File: config.mk
export PLATFORM = sky130hd
export DESIGN_NAME = lock_datapath_flat
export DESIGN_NICKNAME = d
export VERILOG_FILES = /design/src/rtl/lock_datapath_if.sv /design/src/rtl/lock_datapath.sv /design/src/flat_wrapper.sv
export SDC_FILE = /design/constraint.sdc
export NUM_CORES = 1
export LEC_CHECK = 0
export ABC_AREA = 1
export CAP_MARGIN = 10
export CORE_MARGIN = 3
export CORE_UTILIZATION = 50
export CTS_CLUSTER_DIAMETER = 40
export CTS_CLUSTER_SIZE = 10
export DETAILED_ROUTE_END_ITERATION = 6
export PLACE_DENSITY = 0.68
export SYNTH_ARGS = -nofsm -noshare
export SYNTH_HDL_FRONTEND = slang
export SYNTH_SLANG_ARGS = --single-unit
File: constraint.sdc
create_clock -name clk -period 2.5 [get_ports clk]
set_input_delay 0.5 -clock clk [delete_from_list [all_inputs] [get_ports clk]]
set_output_delay 0.5 -clock clk [all_outputs]
set_load 0.005 [all_outputs]
File: src/rtl/lock_datapath_if.sv
// Signal bundle between the keypad-lock FSM (master) and its datapath front end (slave).
// Slide-switch word and FSM strobes flow in; conditioned Enter, match and lockout status flow out.
interface lock_datapath_if #(
   parameter int DATA_W = 4,
   parameter int FC_W   = 2
);
   logic [DATA_W-1:0] SW;
   logic              savePW;
   logic              saveAT;
   logic              LOCKED;
   logic              E;
   logic              M;
   logic              lockout;
   logic [FC_W-1:0]   fail_count;

   modport master (
      output SW, savePW, saveAT, LOCKED,
      input  E, M, lockout, fail_count
   );

   modport slave (
      input  SW, savePW, saveAT, LOCKED,
      output E, M, lockout, fail_count
   );
endinterface

File: src/rtl/lock_datapath.sv
// Keypad-lock front end: Enter synchroniser/debouncer, password/attempt registers,
// match flag, failed-attempt counter and timed lockout that masks Enter.
module lock_datapath #(
   parameter int DATA_W          = 4,
   parameter int DEBOUNCE_CYCLES = 500000,
   parameter int MAX_FAILS       = 3,
   parameter int LOCKOUT_CYCLES  = 250000000,
   parameter int FC_W            = $clog2(MAX_FAILS + 1)
) (
   input  logic            clk,
   input  logic            RESETN,
   input  logic            KEY_ENTER_N,
   lock_datapath_if.slave  bus
);

   localparam int DB_W = (DEBOUNCE_CYCLES > 1) ? $clog2(DEBOUNCE_CYCLES) : 1;
   localparam int LT_W = (LOCKOUT_CYCLES > 1) ? $clog2(LOCKOUT_CYCLES) : 1;

   localparam logic [DB_W-1:0] DB_LAST  = DB_W'(DEBOUNCE_CYCLES - 1);
   localparam logic [LT_W-1:0] LT_LAST  = LT_W'(LOCKOUT_CYCLES - 1);
   localparam logic [FC_W-1:0] FC_LIMIT = FC_W'(MAX_FAILS);

   typedef enum logic [0:0] {
      ST_IDLE    = 1'b0,
      ST_LOCKOUT = 1'b1
   } lock_state_e;

   logic              sync1_q, sync2_q;
   logic              deb_q, deb_d;
   logic [DB_W-1:0]   db_cnt_q, db_cnt_d;
   logic [DATA_W-1:0] pw_q, pw_d;
   logic [DATA_W-1:0] at_q, at_d;
   logic              save_at_q;
   logic [FC_W-1:0]   fc_q, fc_d;
   logic [FC_W-1:0]   fc_inc;
   logic [LT_W-1:0]   timer_q, timer_d;
   lock_state_e       state_q, state_d;

   logic              lockout_w;
   logic              end_attempt;

   assign lockout_w   = (state_q == ST_LOCKOUT);
   assign end_attempt = save_at_q & ~bus.saveAT;
   assign fc_inc      = (fc_q == FC_LIMIT) ? fc_q : fc_q + FC_W'(1);

   // Debounce: the counter only runs while the synced sample disagrees with the accepted level.
   always_comb begin
      // NOTE: every combinational output gets a default first so no path can infer a latch.
      deb_d    = deb_q;
      db_cnt_d = '0;
      if (sync2_q != deb_q) begin
         if (db_cnt_q == DB_LAST) begin
            deb_d = sync2_q;
         end else begin
            db_cnt_d = db_cnt_q + DB_W'(1);
         end
      end
   end

   // savePW outranks saveAT; both registers freeze while locked out.
   always_comb begin
      pw_d = pw_q;
      at_d = at_q;
      if (!lockout_w) begin
         if (bus.savePW) begin
            pw_d = bus.SW;
         end else if (bus.saveAT) begin
            at_d = bus.SW;
         end
      end
   end

   always_comb begin
      state_d = state_q;
      timer_d = timer_q;
      fc_d    = fc_q;
      unique case (state_q)
         ST_IDLE: begin
            if (bus.savePW) begin
               fc_d = '0;
            end else if (end_attempt) begin
               if (bus.LOCKED) begin
                  fc_d = fc_inc;
                  if (fc_inc == FC_LIMIT) begin
                     state_d = ST_LOCKOUT;
                     timer_d = '0;
                  end
               end else begin
                  fc_d = '0;
               end
            end
         end
         ST_LOCKOUT: begin
            // Expiry also forgives the failures that caused the lockout.
            if (timer_q == LT_LAST) begin
               state_d = ST_IDLE;
               timer_d = '0;
               fc_d    = '0;
            end else begin
               timer_d = timer_q + LT_W'(1);
            end
         end
         default: begin
            state_d = ST_IDLE;
            timer_d = '0;
            fc_d    = '0;
         end
      endcase
   end

   // Synchroniser and debounced level idle at 1 because the button is active-low.
   always_ff @(posedge clk or negedge RESETN) begin
      // NOTE: state registers use non-blocking assignments so all flops update from pre-edge values.
      if (!RESETN) begin
         sync1_q   <= 1'b1;
         sync2_q   <= 1'b1;
         deb_q     <= 1'b1;
         db_cnt_q  <= '0;
         pw_q      <= '0;
         at_q      <= '0;
         save_at_q <= 1'b0;
         fc_q      <= '0;
         timer_q   <= '0;
         state_q   <= ST_IDLE;
      end else begin
         sync1_q   <= KEY_ENTER_N;
         sync2_q   <= sync1_q;
         deb_q     <= deb_d;
         db_cnt_q  <= db_cnt_d;
         pw_q      <= pw_d;
         at_q      <= at_d;
         save_at_q <= bus.saveAT;
         fc_q      <= fc_d;
         timer_q   <= timer_d;
         state_q   <= state_d;
      end
   end

   assign bus.E          = ~deb_q & ~lockout_w;
   assign bus.M          = (at_q == pw_q);
   assign bus.lockout    = lockout_w;
   assign bus.fail_count = fc_q;

endmodule

File: src/flat_wrapper.sv
// flat-port wrapper written by rule: the top's interface ports become plain ports
module lock_datapath_flat 
#(
   parameter int DATA_W          = 4,
   parameter int DEBOUNCE_CYCLES = 500000,
   parameter int MAX_FAILS       = 3,
   parameter int LOCKOUT_CYCLES  = 250000000,
   parameter int FC_W            = $clog2(MAX_FAILS + 1)
)
  (clk, RESETN, KEY_ENTER_N, bus_SW, bus_savePW, bus_saveAT, bus_LOCKED, bus_E, bus_M, bus_lockout, bus_fail_count);
  lock_datapath_if #(.DATA_W(DATA_W), .FC_W(FC_W)) bus_i ();
  input  logic clk;
  input  logic RESETN;
  input  logic KEY_ENTER_N;
  input wire logic [$bits(bus_i.SW)-1:0] bus_SW;
  input wire logic [$bits(bus_i.savePW)-1:0] bus_savePW;
  input wire logic [$bits(bus_i.saveAT)-1:0] bus_saveAT;
  input wire logic [$bits(bus_i.LOCKED)-1:0] bus_LOCKED;
  output wire logic [$bits(bus_i.E)-1:0] bus_E;
  output wire logic [$bits(bus_i.M)-1:0] bus_M;
  output wire logic [$bits(bus_i.lockout)-1:0] bus_lockout;
  output wire logic [$bits(bus_i.fail_count)-1:0] bus_fail_count;
  assign bus_i.SW = bus_SW;
  assign bus_i.savePW = bus_savePW;
  assign bus_i.saveAT = bus_saveAT;
  assign bus_i.LOCKED = bus_LOCKED;
  assign bus_E = bus_i.E;
  assign bus_M = bus_i.M;
  assign bus_lockout = bus_i.lockout;
  assign bus_fail_count = bus_i.fail_count;
  lock_datapath #(.DATA_W(DATA_W), .DEBOUNCE_CYCLES(DEBOUNCE_CYCLES), .MAX_FAILS(MAX_FAILS), .LOCKOUT_CYCLES(LOCKOUT_CYCLES), .FC_W(FC_W)) u_core (.clk(clk), .RESETN(RESETN), .KEY_ENTER_N(KEY_ENTER_N), .bus(bus_i));
endmodule
After elaboration in Yosys (flattened, before gate mapping)
Cells that the tools add are included.
- register bits after elaboration: 62
- latch bits: 0
- bits in writable memories: 0
- bits in read-only memories: 0
- input bits: 10
- output and inout bits: 5
- logic and storage cells: 56
- memories kept: 0
- add/subtract/negate cells: 3
- $mul: 0
- divide/modulo/power cells: 0
- $lt $le $gt $ge: 0
- eq/ne operators: 12
- shifts and indexed selects: 0
- mux-type cells: 20
- bitwise logic cells: 6
- reduce and logical (&&, ||, !) cells: 5
- operators by type and width (operator ; number):
    $mux W28 ; 5
    $pmux W28 S2 ; 1
    $mux W19 ; 2
    $add A28 B1 Y28 const B ; 1
    $eq A28 B28 Y1 const B ; 1
    $add A19 B1 Y19 const B ; 1
    $eq A19 B19 Y1 const B ; 1
    $mux W2 ; 5
    $ne A2 B2 Y1 const B ; 3
    $reduce_and A2 Y1 ; 3
    $mux W1 ; 5
    $eq A2 B2 Y1 const B ; 2
    $eq A4 B4 Y1 ; 1
    $ne A2 B1 Y1 const B ; 2
    $not A1 Y1 ; 4
    $pmux W2 S2 ; 1
    $reduce_and A4 Y1 ; 1
    $ne A3 B2 Y1 const B ; 1
    $reduce_and A3 Y1 ; 1
    $add A2 B1 Y2 const B ; 1
    $and A1 B1 Y1 ; 2
    $pmux W1 S2 ; 1
    $ne A1 B1 Y1 ; 1

Logic depth before layout (Yosys ltp)
- depth in word-level cells: 8
- gate-level depth with buffers: 11
- mapped depth without buffers: 10

Least setup slack after synthesis
Ideal clock, no wire load.
- kind: register -> output
- from: reg u_core.pw_q[1]
- to: out bus_M
- arrival time: 0.967 ns
- data required time: 2.000 ns
- setup slack: 1.033 ns
- stages on the path, launching flop included: 3
- buffers on the path: 0
- path through: dfrtp_1 or2_2 a221oi_1
- cells in the longest elaborated chain, start to end: 1
- RTL lines (item ; RTL line ; source):
    start, declared ; lock_datapath.sv:31 ; logic [DATA_W-1:0] pw_q, pw_d;
    start signal, assigned ; lock_datapath.sv:130 ; pw_q <= pw_d;
    $eq A4 B4 Y1 ; lock_datapath.sv:140 ; assign bus.M = (at_q == pw_q);
    end, declared ; flat_wrapper.sv:20 ; output wire logic [$bits(bus_i.M)-1:0] bus_M;
No other way between the ends.

Worst setup path after layout
- from: reg u_core.state_q, in the netlist u_core.bus.lockout
- to: out bus_E
- cells in the longest elaborated chain, start to end: 2
- RTL lines (item ; RTL line ; source):
    start, declared ; lock_datapath.sv:37 ; lock_state_e state_q, state_d;
    start signal, assigned ; lock_datapath.sv:135 ; state_q <= state_d;
    $not A1 Y1 (no source line) ; - ;
    $and A1 B1 Y1 ; lock_datapath.sv:139 ; assign bus.E = ~deb_q & ~lockout_w;
    end, declared ; flat_wrapper.sv:19 ; output wire logic [$bits(bus_i.E)-1:0] bus_E;
No other way between the ends.

==> impl_metrics.ini <==
[timing]
clock_skew_ps = 9.81
min_period_ps = 2020
clock.fmax_ghz = 0.495
fin_crit_sh = 0.809
setup_viol = 0
tightest_slew_ps = 571
hold_violations = 0
rsz0062_at_grt = no
setup_tns_ps = 0
slew_viol_final = 0
maxSlewHeadroom = 0.619

[logic_synthesis]
yosysWarnings = 0
ys_seq_elements = 62
syn_inst = 485
seq_area_frac_synth = 0.437
ys_types = 33
syn-cell-area_um2 = 3560
syn-num-nets = 497
syn_area_per_cell_um2 = 7.34

[drt]
vias_per_cell = 5.10
vias = 3110
drtIter0Drc = 148
wire_per_inst_um = 12.6
drc_errors = 0
firstDrtPassIters = 7
totalWireLength_um = 7700
drtAntennaViolNets = 0

[clocking]
cts_sinks = 62
htree_levels = 3
cts_tree = built
cts_root_buf = clkbuf_8
insertion_delay_ps = 350
clk_pin_slew_ps = 80
cts_resized = 0
cts_hold_buf = 0
cts_buffers = 9
post-cts-setup-buffers = 0
clk_path_buf_depth = 2

[cells_and_area]
mostFrequentLayoutCell = nand2_1
drive_gt1_frac = 0.0914
final_cell_mix = 144 x nand2_1, 75 x nor2_1, 59 x dfrtp_1, 52 x inv_1, 30 x nand3_1
flow.area_growth_from_synthesis_pct = 12.7
nets = 521
utilization = 0.587
diodes = 0

[floorplan]
start_util = 0.521
dieArea_um2 = 8170
ioPinCount = 15
dieHeight_um = 90.4
die_w_um = 90.4
core_area_um2 = 6830
fp-row-count = 30

[setup_path]
rr_worst_depth = 6
cp-end-kind = primary output
reg2reg_slack_ps = 830
r2r_end = u_core.db_cnt_q[16]
cp.required_ps = 2000
r2r-start = u_core.db_cnt_q[0]
arrival_ps = 1520
startpoint = u_core.bus.lockout
critPathKind = reg -> out
cp-start-kind = register
worst-path-max-fanout = 7

[global_routing]
grt_overflow = 0
track_usage = 0.202
grt_pass1_wl_um = 13400
grt_max_degree = 27
grt_pass1_vias = 2898
antenna_found_initial = 0

[placed_design]
gp_congestion = 0.875
dp_hpwl_um = 5740
io_buffers = 14

[power_and_ir_drop]
p_leak_nw = 1.79
vdd_drop_max_v = 0.000344
power_density_nw_per_um2 = 498

[outcome]
status = finished, final reports clean

[hold_path]
hp-class = in -> async

[run]
drv_cap = 0
## worst max-delay path, stage by stage (launching register included)
cell and delay [ps]:
dfrtp_1 480, nor2_1 170, clkdlybuf4s50_1 530
## area by class of cell
type / instances / area [µm²]
multi-input combinational: 364 / 1770
sequential: 62 / 1560
clock buffer: 9 / 124
inverter: 55 / 206
clock inverter: 7 / 81.3
fill: 671 / 2820
tap: 96 / 120
timing repair buffer: 17 / 160
## power breakdown
group | switching (mW) | internal [mW]
Combinational | 0.0377 | 0.0247
Clock | 0.446 | 0.472
Sequential | 0.00609 | 1.01
Total | 0.490 | 1.51
## routing by layer
metal | share of wire | vias to the layer above | global-route usage
met1 | 0.50 | 1434 | 0.287
met5 | 0 | - | 0
met2 | 0.44 | 70 | 0.306
li1 | - | 1594 | -
met4 | 0.019 | 0 | 0.0842
met3 | 0.044 | 12 | 0.0350
## flip-flops by register name (all words and copies together) (netlist names)
signal,count
u_core.deb_q,1
u_core.bus.lockout,1
u_core.pw_q,4
u_core.sync2_q,1
u_core.db_cnt_q,19
u_core.at_q,4
u_core.bus.fail_count,2
u_core.timer_q,28
u_core.save_at_q,1
u_core.sync1_q,1
## cells in the mapped netlist
master    count  area [µm²]
nand4_1      13        81.3
nor2_4        4        45.0
nor3_1       10        50.1
ha_1          2        25.0
nand2_2       4        25.0
nor2_1       75         282
a31oi_1       1        6.26
buf_2         2        10.0
nand3b_1      3        22.5
nor3b_1       2        15.0
xnor2_1       3        26.3
dfstp_2       3        78.8
o31ai_1       1        7.51
a221oi_1      1        8.76
nand4_2       1        12.5
inv_2         3        11.3
nand3_2       2        20.0
xor2_1       19         166
nor2_2        6        37.5
a21oi_1       4        20.0
nand2_1     144         541
o21ai_0      23         115
inv_1        52         195
o21bai_1      1        7.51
nor4_1        1        6.26
o21ai_1       2        10.0
and2_1        1        6.26
or2_2         2        12.5
o22ai_1       7        43.8
buf_6         2        22.5
nand3_1      30         150
nand2_4       2        22.5
dfrtp_1      59        1480
## stage by stage
step / instance area [µm²] / power [mW] / instances / setup slack (ps) / hold WS (ps)
global route: 4010 / 2.08 / 610 / 357 / 128
detailed placement: 3800 / 1.10 / 594 / 434 / 347
global placement: 3800 / 1.10 / 594 / 477 / 345
CTS: 4010 / 2.03 / 610 / 88.3 / 108
finish: 4010 / 2.00 / 610 / 478 / 99.4
floorplan: 3560 / 1.06 / 485 / 1030 / 204
## logic make-up (layout without fill, tap and decap cells)
family                     after synthesis  in the layout  share of synthesized area
xor gates and xnor gates                22             22                     0.0541
buffers and inverters                   59             88                     0.0671
DFF                                     62             62                      0.437
adders and majority gates                2              2                    0.00703
and+or+nand+nor                        300            300                      0.373
AOI/OAI and AO/OA                       40             40                     0.0615
## worst max path at each step
stage               slack, ps  cells past startpoint                 end
CTS                        90                      3               bus_M
finish                    480                      2               bus_E
global placement          480                      3               bus_M
detailed placement        430                     11  u_core.timer_q[25]
global route              360                      3               bus_M
floorplan                1030                      2               bus_M
Note: power is estimated with default switching activity, not from simulation.
